## src/rtl/fft_stage_controller.sv

```systemverilog
// Address sequencer for an in-place radix-2 DIT FFT: walks every stage, issues
// butterfly read/twiddle addresses and replays them as write-backs after the datapath latency.
module fft_stage_controller #(
  parameter int N_LOG2     = 4,
  parameter int RD_LATENCY = 1,
  parameter int BF_LATENCY = 3
) (
  input  logic              clk,
  input  logic              rst,
  input  logic              i_start,
  output logic              o_busy,
  output logic              o_done,
  output logic [N_LOG2-1:0] o_stage,
  output logic              o_rd_en,
  output logic [N_LOG2-1:0] o_rd_addr_a,
  output logic [N_LOG2-1:0] o_rd_addr_b,
  output logic [N_LOG2-2:0] o_tw_addr,
  output logic              o_wr_en,
  output logic [N_LOG2-1:0] o_wr_addr_a,
  output logic [N_LOG2-1:0] o_wr_addr_b
);

  localparam int PIPE  = RD_LATENCY + BF_LATENCY;
  localparam int CNT_W = $clog2(PIPE + 1);

  localparam logic [N_LOG2-1:0] STAGE_ONE  = N_LOG2'(1);
  localparam logic [N_LOG2-1:0] STAGE_LAST = N_LOG2'(N_LOG2 - 1);
  localparam logic [N_LOG2-2:0] J_ONE      = (N_LOG2 - 1)'(1);
  localparam logic [N_LOG2-2:0] J_LAST     = '1;
  localparam logic [CNT_W-1:0]  CNT_ONE    = CNT_W'(1);
  localparam logic [CNT_W-1:0]  CNT_LAST   = CNT_W'(PIPE - 1);

  typedef enum logic [1:0] {IDLE, RUN, DRAIN, DONE} state_t;

  state_t            state_q, state_d;
  logic [N_LOG2-1:0] stage_q, stage_d;
  logic [N_LOG2-2:0] j_q, j_d;
  logic [CNT_W-1:0]  cnt_q, cnt_d;

  logic              pipe_en_q [PIPE];
  logic [N_LOG2-1:0] pipe_a_q  [PIPE];
  logic [N_LOG2-1:0] pipe_b_q  [PIPE];

  // Butterfly j of stage s pairs a with a + 2^s, where a has a zero at bit s.
  function automatic logic [N_LOG2-1:0] calcA(input logic [N_LOG2-1:0] s,
                                              input logic [N_LOG2-2:0] j);
    logic [N_LOG2-1:0] jx, half, pos, grp;
    jx   = {1'b0, j};
    half = STAGE_ONE << s;
    pos  = jx & (half - STAGE_ONE);
    grp  = jx >> s;
    return (grp << (s + STAGE_ONE)) | pos;
  endfunction

  function automatic logic [N_LOG2-2:0] calcTw(input logic [N_LOG2-1:0] s,
                                               input logic [N_LOG2-2:0] j);
    logic [N_LOG2-1:0] jx, pos, tw;
    jx  = {1'b0, j};
    pos = jx & ((STAGE_ONE << s) - STAGE_ONE);
    tw  = pos << (STAGE_LAST - s);
    return tw[N_LOG2-2:0];
  endfunction

  always_comb begin
    state_d = state_q;
    stage_d = stage_q;
    j_d     = j_q;
    cnt_d   = cnt_q;
    unique case (state_q)
      IDLE: begin
        stage_d = '0;
        j_d     = '0;
        cnt_d   = '0;
        if (i_start) state_d = RUN;
      end
      RUN: begin
        if (j_q == J_LAST) begin
          state_d = DRAIN;
          cnt_d   = '0;
        end else begin
          j_d = j_q + J_ONE;
        end
      end
      DRAIN: begin
        if (cnt_q == CNT_LAST) begin
          if (stage_q == STAGE_LAST) begin
            state_d = DONE;
          end else begin
            state_d = RUN;
            stage_d = stage_q + STAGE_ONE;
            j_d     = '0;
          end
        end else begin
          cnt_d = cnt_q + CNT_ONE;
        end
      end
      DONE: begin
        state_d = IDLE;
        stage_d = '0;
      end
      default: state_d = IDLE;
    endcase
  end

  // Outputs are registered from next-state values so they line up with the state they describe.
  always_ff @(posedge clk or posedge rst) begin
    if (rst) begin
      state_q     <= IDLE;
      stage_q     <= '0;
      j_q         <= '0;
      cnt_q       <= '0;
      o_busy      <= 1'b0;
      o_done      <= 1'b0;
      o_rd_en     <= 1'b0;
      o_rd_addr_a <= '0;
      o_rd_addr_b <= '0;
      o_tw_addr   <= '0;
      for (int i = 0; i < PIPE; i++) begin
        pipe_en_q[i] <= 1'b0;
        pipe_a_q[i]  <= '0;
        pipe_b_q[i]  <= '0;
      end
    end else begin
      state_q <= state_d;
      stage_q <= stage_d;
      j_q     <= j_d;
      cnt_q   <= cnt_d;
      o_busy  <= (state_d != IDLE);
      o_done  <= (state_d == DONE);
      o_rd_en <= (state_d == RUN);
      if (state_d == RUN) begin
        o_rd_addr_a <= calcA(stage_d, j_d);
        o_rd_addr_b <= calcA(stage_d, j_d) + (STAGE_ONE << stage_d);
        o_tw_addr   <= calcTw(stage_d, j_d);
      end else begin
        o_rd_addr_a <= '0;
        o_rd_addr_b <= '0;
        o_tw_addr   <= '0;
      end
      pipe_en_q[0] <= o_rd_en;
      pipe_a_q[0]  <= o_rd_addr_a;
      pipe_b_q[0]  <= o_rd_addr_b;
      for (int i = 1; i < PIPE; i++) begin
        pipe_en_q[i] <= pipe_en_q[i-1];
        pipe_a_q[i]  <= pipe_a_q[i-1];
        pipe_b_q[i]  <= pipe_b_q[i-1];
      end
    end
  end

  assign o_stage     = stage_q;
  assign o_wr_en     = pipe_en_q[PIPE-1];
  assign o_wr_addr_a = pipe_a_q[PIPE-1];
  assign o_wr_addr_b = pipe_b_q[PIPE-1];

endmodule

```

## config.mk

```make
export PLATFORM = sky130hd
export DESIGN_NAME = fft_stage_controller
export DESIGN_NICKNAME = d
export VERILOG_FILES = /design/src/rtl/fft_stage_controller.sv
export SDC_FILE = /design/constraint.sdc
export NUM_CORES = 1
export LEC_CHECK = 0
export ABC_AREA = 1
export BUFFER_PORTS_ARGS = -buffer_cell sky130_fd_sc_hd__buf_4
export CORE_ASPECT_RATIO = 1.75
export CORE_UTILIZATION = 35
export DETAILED_ROUTE_END_ITERATION = 16
export PLACE_DENSITY_LB_ADDON = 0.08
export SLEW_MARGIN = 20
export SYNTH_ARGS = -nofsm -noshare
export SYNTH_HDL_FRONTEND = slang
export SYNTH_SLANG_ARGS = --single-unit
```

## constraint.sdc

```tcl
create_clock -name clk -period 9.9 [get_ports clk]
set_input_delay 0.99 -clock clk [delete_from_list [all_inputs] [get_ports clk]]
set_output_delay 0.99 -clock clk [all_outputs]
set_load 0.02 [all_outputs]
```

# After elaboration in Yosys (flattened, before gate mapping)
# Cells that the tools add are included.
dict set report word_totals {
  word_cells 68
  ff_bits 62
  input_bits 3
}
dict set report classes {
  n_reduce_logical 5
  n_mux 18
  bitwise_logic 2
  addsub 7
  eq_ne 10
  shifts 4
}
# operator count
set op_table {}
lappend op_table {{$mux W3} 6}
lappend op_table {{$pmux W3 S3} 2}
lappend op_table {{$mux W4} 4}
lappend op_table {{$add A4 B1 Y4 const B} 2}
lappend op_table {{$mux W2} 4}
lappend op_table {{$pmux W2 S4} 1}
lappend op_table {{$pmux W4 S2} 1}
lappend op_table {{$add A3 B1 Y3 const B} 2}
lappend op_table {{$eq A2 B2 Y1 const B} 3}
lappend op_table {{$add A4 B4 Y4} 1}
lappend op_table {{$and A3 B4 Y4} 1}
lappend op_table {{$eq A2 B1 Y1 const B} 2}
lappend op_table {{$eq A4 B2 Y1 const B} 1}
lappend op_table {{$ne A2 B2 Y1 const B} 2}
lappend op_table {{$or A4 B4 Y4} 1}
lappend op_table {{$shl A1 B4 Y4 const A} 1}
lappend op_table {{$shl A4 B4 Y3} 1}
lappend op_table {{$shl A4 B4 Y4} 1}
lappend op_table {{$shr A3 B4 Y4} 1}
lappend op_table {{$sub A2 B4 Y4 const A} 1}
lappend op_table {{$sub A4 B1 Y4 const B} 1}
lappend op_table {{$eq A3 B2 Y1 const B} 1}
lappend op_table {{$eq A3 B3 Y1 const B} 1}
lappend op_table {{$reduce_and A3 Y1} 1}
lappend op_table {{other kinds (4)} 4}

# Logic depth before layout (Yosys ltp)
# Gate-level depths: netlist of the first run.
dict set report logic_depth {
  depth_word 10
  mapped_depth 24
  mapped_depth_nobuf 24
}

# Least setup slack after synthesis of the first run
# Ideal clock, no wire load.
dict set report synth_path {
  kind {register to register}
  from {register cnt_q[0]}
  to {register o_rd_addr_b[3]}
  path_stages_with_launch 21
  arrival_time_ns 3.167
  path_slack_ns 6.617
  cell_sequence {dfrtp_1 > ha_1 > ha_1 > nand2_1 > a21oi_1 > o21ai_1 > o21ai_2 > nor2_4 > nand2_2 > nor2_1 > inv_1 > ha_1 > or2_2 > nand2_1 > ha_1 > a21o_1 > a21oi_1 > xnor2_1 > inv_1 > nor2_1 > nor2_1}
}
dict set report synth_between {
  elab_chain_cells 9
  word_cells_on_any_way 17
  classes_between {add/sub (3); eq/ne (2); shift (3); mux (7); bitwise (2)}
}
# item line
set synth_rtl {}
lappend synth_rtl {{from (decl)} 38} ;# logic [CNT_W-1:0] cnt_q, cnt_d;
lappend synth_rtl {{from (signal assigned)} 127} ;# cnt_q <= cnt_d;
lappend synth_rtl {{$eq A3 B2 Y1 *} 85} ;# if (cnt_q == CNT_LAST) begin
lappend synth_rtl {{$mux W4 *} 85}
lappend synth_rtl {{$pmux W4 S2 *} 69} ;# unique case (state_q)
lappend synth_rtl {{via stage_d[2]} 36} ;# logic [N_LOG2-1:0] stage_q, stage_d;
lappend synth_rtl {{parallel branches: the longest is 4 deep, another holds $add A4 B1 Y4} --}
lappend synth_rtl {{$add A4 B4 Y4 *} 133} ;# o_rd_addr_b <= calcA(stage_d, j_d) + (STAGE_ONE << stage_d);
lappend synth_rtl {{$mux W4 *} 131} ;# if (state_d == RUN) begin
lappend synth_rtl {{to (signal assigned)} 133}
lappend synth_rtl {{to (decl)} 16} ;# output logic [N_LOG2-1:0] o_rd_addr_b,
# Mark *: on every way through the listed nets, which the timed path passes.
# A chain may end at the register's enable or synchronous reset.

# Final worst setup path of the first run
# Same ends and word-level chain as after synthesis.

==> results.toml, run 1 <==
[status]
status = "finished clean"

[floorplan]
start_util = 0.365
ios = 30
dieArea_um2 = 7570
core-area_um2 = 6910
rows = 40
die_h_um = 114
die_x_um = 66.2

[drt]
drc = 0
avgViaCountPerCell = 4.62
vias = 1694
routed_wirelength_um = 4550
wl_per_cell_um = 12.4
ant_nets = 0
drtIter0Drc = 70
drt_first_pass_iters = 4

[cells_and_area]
final_nets = 291
drive_above_1_share = 0.244
stdcell_count = 367
n_antenna_cell = 0
area_growth_syn_to_layout_pct = 21.7

[clocking]
post_cts_buffers = 0
clkSlewWorstSetupHoldPaths_ns = 0.05
cts_resized = 0
cts_hold_buf = 0
htreeDepth = 3
clockBufferDepth = 2
cts_buffers = 9
cts_tree = "built"
clock_latency_ns = 0.32
cts-root-buf = "clkbuf_16"
cts.sinks = 62

[logic_synthesis]
yosys.area.top_type_share = 0.615
synth-edff-count = 0
synthTopCellsByCount = "dfrtp_1 (62), nand2_1 (51), inv_1 (29)"
synthMostInstantiatedCell = "dfrtp_1"
syn_inst = 245
ys_ff_latch = 62
synth-main-ff-cell = "dfrtp_1"
syn_avg_cell_area_um2 = 10.3
yosysSeqAreaShare = 0.615
synthArstFlopShare = 1.00
synth.area.top_cells = "dfrtp_1 (61%), nand2_1 (7.6%), ha_1 (4.5%)"
yosys.area.top_type = "dfrtp_1"
synthesis.area_um2 = 2520
syn_nets = 258
yosysWarnings = 0
yosysUniqueCellTypes = 33

[timing]
tns_ns = 0
max-slew-margin-rel = 0.499
hold_violations = 0
min_period_over_period = 0.361
clock_skew_ns = 0.00447
timing.final.crit_period_ns = 3.57
drv_slew = 0
rsz0062_at_grt = "no"
tightest_slew_ns = 0.751
clock.fmax_mhz = 280
finalSetupViolCount = 0

[worst_setup_path]
crit_arrival_ns = 3.83
path_class = "flop to flop"
worstSetupStartpointType = "flop"
critPathMaxFanout = 7
endpoint_kind = "flop"
crit_start = "cnt_q[0]"
crit_required_ns = 10.15
reg2reg_from = "cnt_q[0]"

[placed_design]
hpwl_um = 3240
dp_cells = 351
gp_congestion = 0.889
place.port_buffers = 29

[global_route]
grt_pass1_vias = 1609
grt_pass1_wl_um = 7440
grt_remaining_overflow = 0
grt_max_degree = 63
grt_usage = 0.138
antenna_found_initial = 0

[power]
vdd_drop_max_uv = 76.7
p_leak_nw = 1.70
powerDensity_nw_per_um2 = 177

[min_path]
min_from = "pipe_a_q[4]"
min_path_type = "flop to flop"

[job]
maxCapViolCount = 0
-- final timing paths --
kind	end	slack, ns	depth (start not counted)
worst max-delay path	o_rd_addr_b[3]	6.33	22
worst min-delay path	o_wr_addr_a[0]	0.34	0
worst max register to register	o_rd_addr_b[3]	6.33	22
worst min register to register	o_wr_addr_a[0]	0.34	0
max in group asynchronous	pipe_a_q[4]	8.52	3
min in group asynchronous	o_tw_addr[0]	0.88	3
-- cell type report --
type,count,area (µm²)
Fill cell,693,3840
Sequential cell,62,1550
Multi-Input combinational cell,140,778
Clock buffer,11,243
Timing Repair Buffer,30,225
Inverter,35,134
Tap cell,84,105
Clock inverter,5,33.8
-- logic make-up after synthesis --
group,share of synthesized area
and+or+nand+nor,0.182
DFF,0.615
buffers and inverters,0.0768
AOI/OAI and AO/OA,0.0635
adders and majority gates,0.0526
xor gates and xnor gates,0.0104
-- sequential cells by signal (all words and copies together) (netlist names) --
signal / flops
o_tw_addr: 3
o_stage: 4
pipe_en_q: 3
pipe_a_q: 12
pipe_b_q: 12
o_rd_addr_b: 4
state_q: 2
o_busy: 1
o_rd_addr_a: 4
o_wr_addr_b: 4
j_q: 3
o_rd_en: 1
cnt_q: 3
o_wr_en: 1
o_wr_addr_a: 4
o_done: 1
-- worst max-delay path, stage by stage, from the launching register on --
cell and delay (ns):
dfrtp_1 0.36, ha_1 0.15, ha_1 0.28, nand2_1 0.10, nor2_1 0.11, nand2_1 0.05
nand3_1 0.10, nand2_2 0.10, nor2_4 0.15, nand2_2 0.09, nor2_1 0.24, inv_1 0.08
ha_1 0.29, or2_2 0.35, nand2_1 0.13, ha_1 0.23, a21o_1 0.15, a21oi_1 0.15
xnor2_1 0.13, inv_1 0.07, nand2_1 0.06, nand2_1 0.04, nor2_1 0.09
-- routing by layer --
metal / up-vias / global-route usage / part of all wire / wire length (µm)
met1: 818 / 0.147 / 0.39 / 1780
met3: 13 / 0.0428 / 0.045 / 203
li1: 829 / - / - / -
met5: - / 0 / 0 / 0
met2: 34 / 0.224 / 0.53 / 2400
met4: 0 / 0.0965 / 0.037 / 170
-- layout by cell type, fill, tap and decap left out, types with 2 or more instances in the layout --
master | Yosys | layout
a21boi_1 | 2 | 2
a21oi_1 | 9 | 9
buf_4 | 8 | 30
clkbuf_16 | 0 | 9
clkinv_2 | 0 | 2
clkinvlp_4 | 0 | 2
dfrtp_1 | 62 | 62
ha_1 | 9 | 9
inv_1 | 29 | 28
inv_2 | 5 | 6
nand2_1 | 51 | 51
nand2_2 | 7 | 7
nand3_1 | 13 | 13
nor2_1 | 22 | 22
nor2_2 | 2 | 2
o21ai_0 | 3 | 3
o21ai_2 | 2 | 2
xnor2_1 | 3 | 3
-- where the power goes --
| group | switching [mW] | internal, mW | total [mW] | leakage (nW) |
|---|---|---|---|---|
| clock | 0.105 | 0.176 | 0.281 | 0.132 |
| combinational | 0.00604 | 0.00122 | 0.00726 | 0.725 |
| sequential | 0 | 0.254 | 0.254 | 0.844 |
-- per-stage QoR --
step                      hold WS, ns  utilization  area [µm²]  worst slack, ns  total power, mW
after CTS                       0.346        0.445        3070             6.32            0.553
after floorplan                 0.331            -        2520             6.62            0.263
final                           0.342        0.445        3070             6.33            0.542
after global routing            0.353        0.445        3070             6.02            0.563
after global placement          0.331        0.405        2790             6.41            0.266
after detailed placement        0.335        0.405        2790             6.35            0.266
(Power assumes the default switching activity.)
==> inputs of run 2 (changes only) <==
==> constraint.sdc (replaced) <==
create_clock -name clk -period 2.9 [get_ports clk]
set_input_delay 0.29 -clock clk [delete_from_list [all_inputs] [get_ports clk]]
set_output_delay 0.29 -clock clk [all_outputs]
set_load 0.02 [all_outputs]
==> results.toml, run 2 (synthesis gave the netlist of run 1 again) <==
[drt]
ant_nets = 0
vias = 1833
drtIter0Drc = 111
routed_wirelength_um = 5160
wl_per_cell_um = 12.7
avgViaCountPerCell = 4.50
drc = 0
drt_first_pass_iters = 4

[cells_and_area]
multiInputGateArea_um2 = 1020
area_growth_syn_to_layout_pct = 45.8
reg_top3 = "pipe_a_q (12), pipe_b_q (12)"
stdcell_count = 407
n_antenna_cell = 0
layout_common_cells = "buf_4 (68), dfrtp_1 (60), nand2_1 (35)"
final_common_cell = "buf_4"
drive_above_1_share = 0.486
final_nets = 332
n_fill_cell = 654
regArea_um2 = 1550
final_cell_area_um2 = 3680
final_util = 0.533

[worst_setup_path]
r2r_end = "o_rd_addr_b[3]"
rr_worst_depth = 21
critPathMaxFanout = 6
slowest_stage = "dfrtp_1"
reg2reg_from = "cnt_q[1]"
crit_family = "simple AND/OR/NAND/NOR gates"
cp_cell_sequence = "ha_2 > ha_4 > nand2_2 > a21oi_2 > o21ai_1 > o21ai_2 > nor2_4 > nand2_2 > nor2_4 > inv_2 > ha_4 > or2_4 > nand2_4 > ha_4 > a21o_1 > a21oi_2 > xnor2_1 > inv_1 > nand2_1 > nand2_1 > nor2_1"
crit_arrival_ns = 3.26
reg2reg_slack_ns = -0.10
critical_path.max_stage_delay_ns = 0.39
worstSetupStartpointType = "flop"
path_class = "flop to flop"
crit_buf_inv = 2
crit_top_cell = "ha_4"
crit_required_ns = 3.15
endpoint_kind = "flop"

[timing]
clock.fmax_mhz = 333
tns_ns = -0.103
finalSetupViolCount = 1
rsz0062_at_grt = "yes"
drv_slew = 0
clock_skew_ns = 0.00377
tightest_slew_ns = 0.473
timing.final.crit_period_ns = 3.00
holdWs_ns = 0.344
hold_violations = 0
max-slew-margin-rel = 0.684
min_period_over_period = 1.04
timing.final.ws_setup_ns = -0.103

[power]
p_leak_nw = 1.93
p_total_mw = 2.01
vdd_drop_max_uv = 329
powerDensity_nw_per_um2 = 547

[global_route]
grt_pass1_wl_um = 8380
grt_max_degree = 25
grt_usage = 0.154
antenna_found_initial = 0
grt_pass1_vias = 1890
grt_remaining_overflow = 0

[floorplan]
ios = 30
dieArea_um2 = 7570
rows = 40
die_h_um = 114
die_x_um = 66.2
start_util = 0.365
core-area_um2 = 6910

[clocking]
cts_tree = "built"
cts-root-buf = "clkbuf_16"
htreeDepth = 3
clkSlewWorstSetupHoldPaths_ns = 0.05
cts.sinks = 62
clock_latency_ns = 0.32
cts_buffers = 9
clockBufferDepth = 2

[placed_design]
placed_area_um2 = 3090
dp_cells = 383
pre_cts_slack_ns = -0.130
gp_congestion = 0.810
hpwl_um = 3650
place.port_buffers = 29

[min_path]
worst_hold_path.endpoint = "pipe_a_q[11]"
min_path_type = "flop to flop"
min_from = "pipe_a_q[15]"
holdPathStages = 0

[status]
violations = "setup timing"
status = "finished, violations left"

[job]
maxCapViolCount = 0
## run 2: worst max-delay path by stage
| stage | startpoint | endpoint | slack, ns | cells after the start |
|---|---|---|---|---|
| after floorplan | cnt_q[0] | o_rd_addr_b[3] | -0.10 | 20 |
| after global placement | cnt_q[0] | o_rd_addr_b[3] | -0.06 | 23 |
| after detailed placement | cnt_q[0] | o_rd_addr_b[3] | -0.13 | 22 |
| after CTS | cnt_q[1] | o_rd_addr_b[3] | -0.10 | 22 |
| after global routing | cnt_q[1] | o_rd_addr_b[3] | -0.32 | 22 |
| final | cnt_q[1] | o_rd_addr_b[3] | -0.10 | 21 |
## run 2: cell type report
type                    instances  share of cell area
clock inverters                 3              0.0187
repair buffers                 71               0.148
clock buffers                  12              0.0670
multi-input cells             140               0.279
well taps                      84              0.0286
flip-flops and latches         62               0.422
inverters                      35              0.0371
## run 2: metal layers
layer	GRT usage	part of all wire
met1	0.167	0.38
met2	0.251	0.56
met3	0.0458	0.029
met4	0.104	0.030
met5	0	0
## run 2: repair_timing
action | 4_1_cts | 5_1_grt
endpoints found under the hold margin | 14 | 0
setup endpoints to repair | 1 | 3
hold buffers | 1 | 0
pin swaps | 8 | 33
setup buffers | 5 | 5
resized for setup | 3 | 50
## run 2: power breakdown
| group | total, mW | leakage (nW) | internal (mW) | switching (mW) |
|---|---|---|---|---|
| Clock | 1.12 | 0.153 | 0.771 | 0.347 |
| Combinational | 0.0276 | 0.936 | 0.00591 | 0.0216 |
| Sequential | 0.867 | 0.841 | 0.867 | 0 |
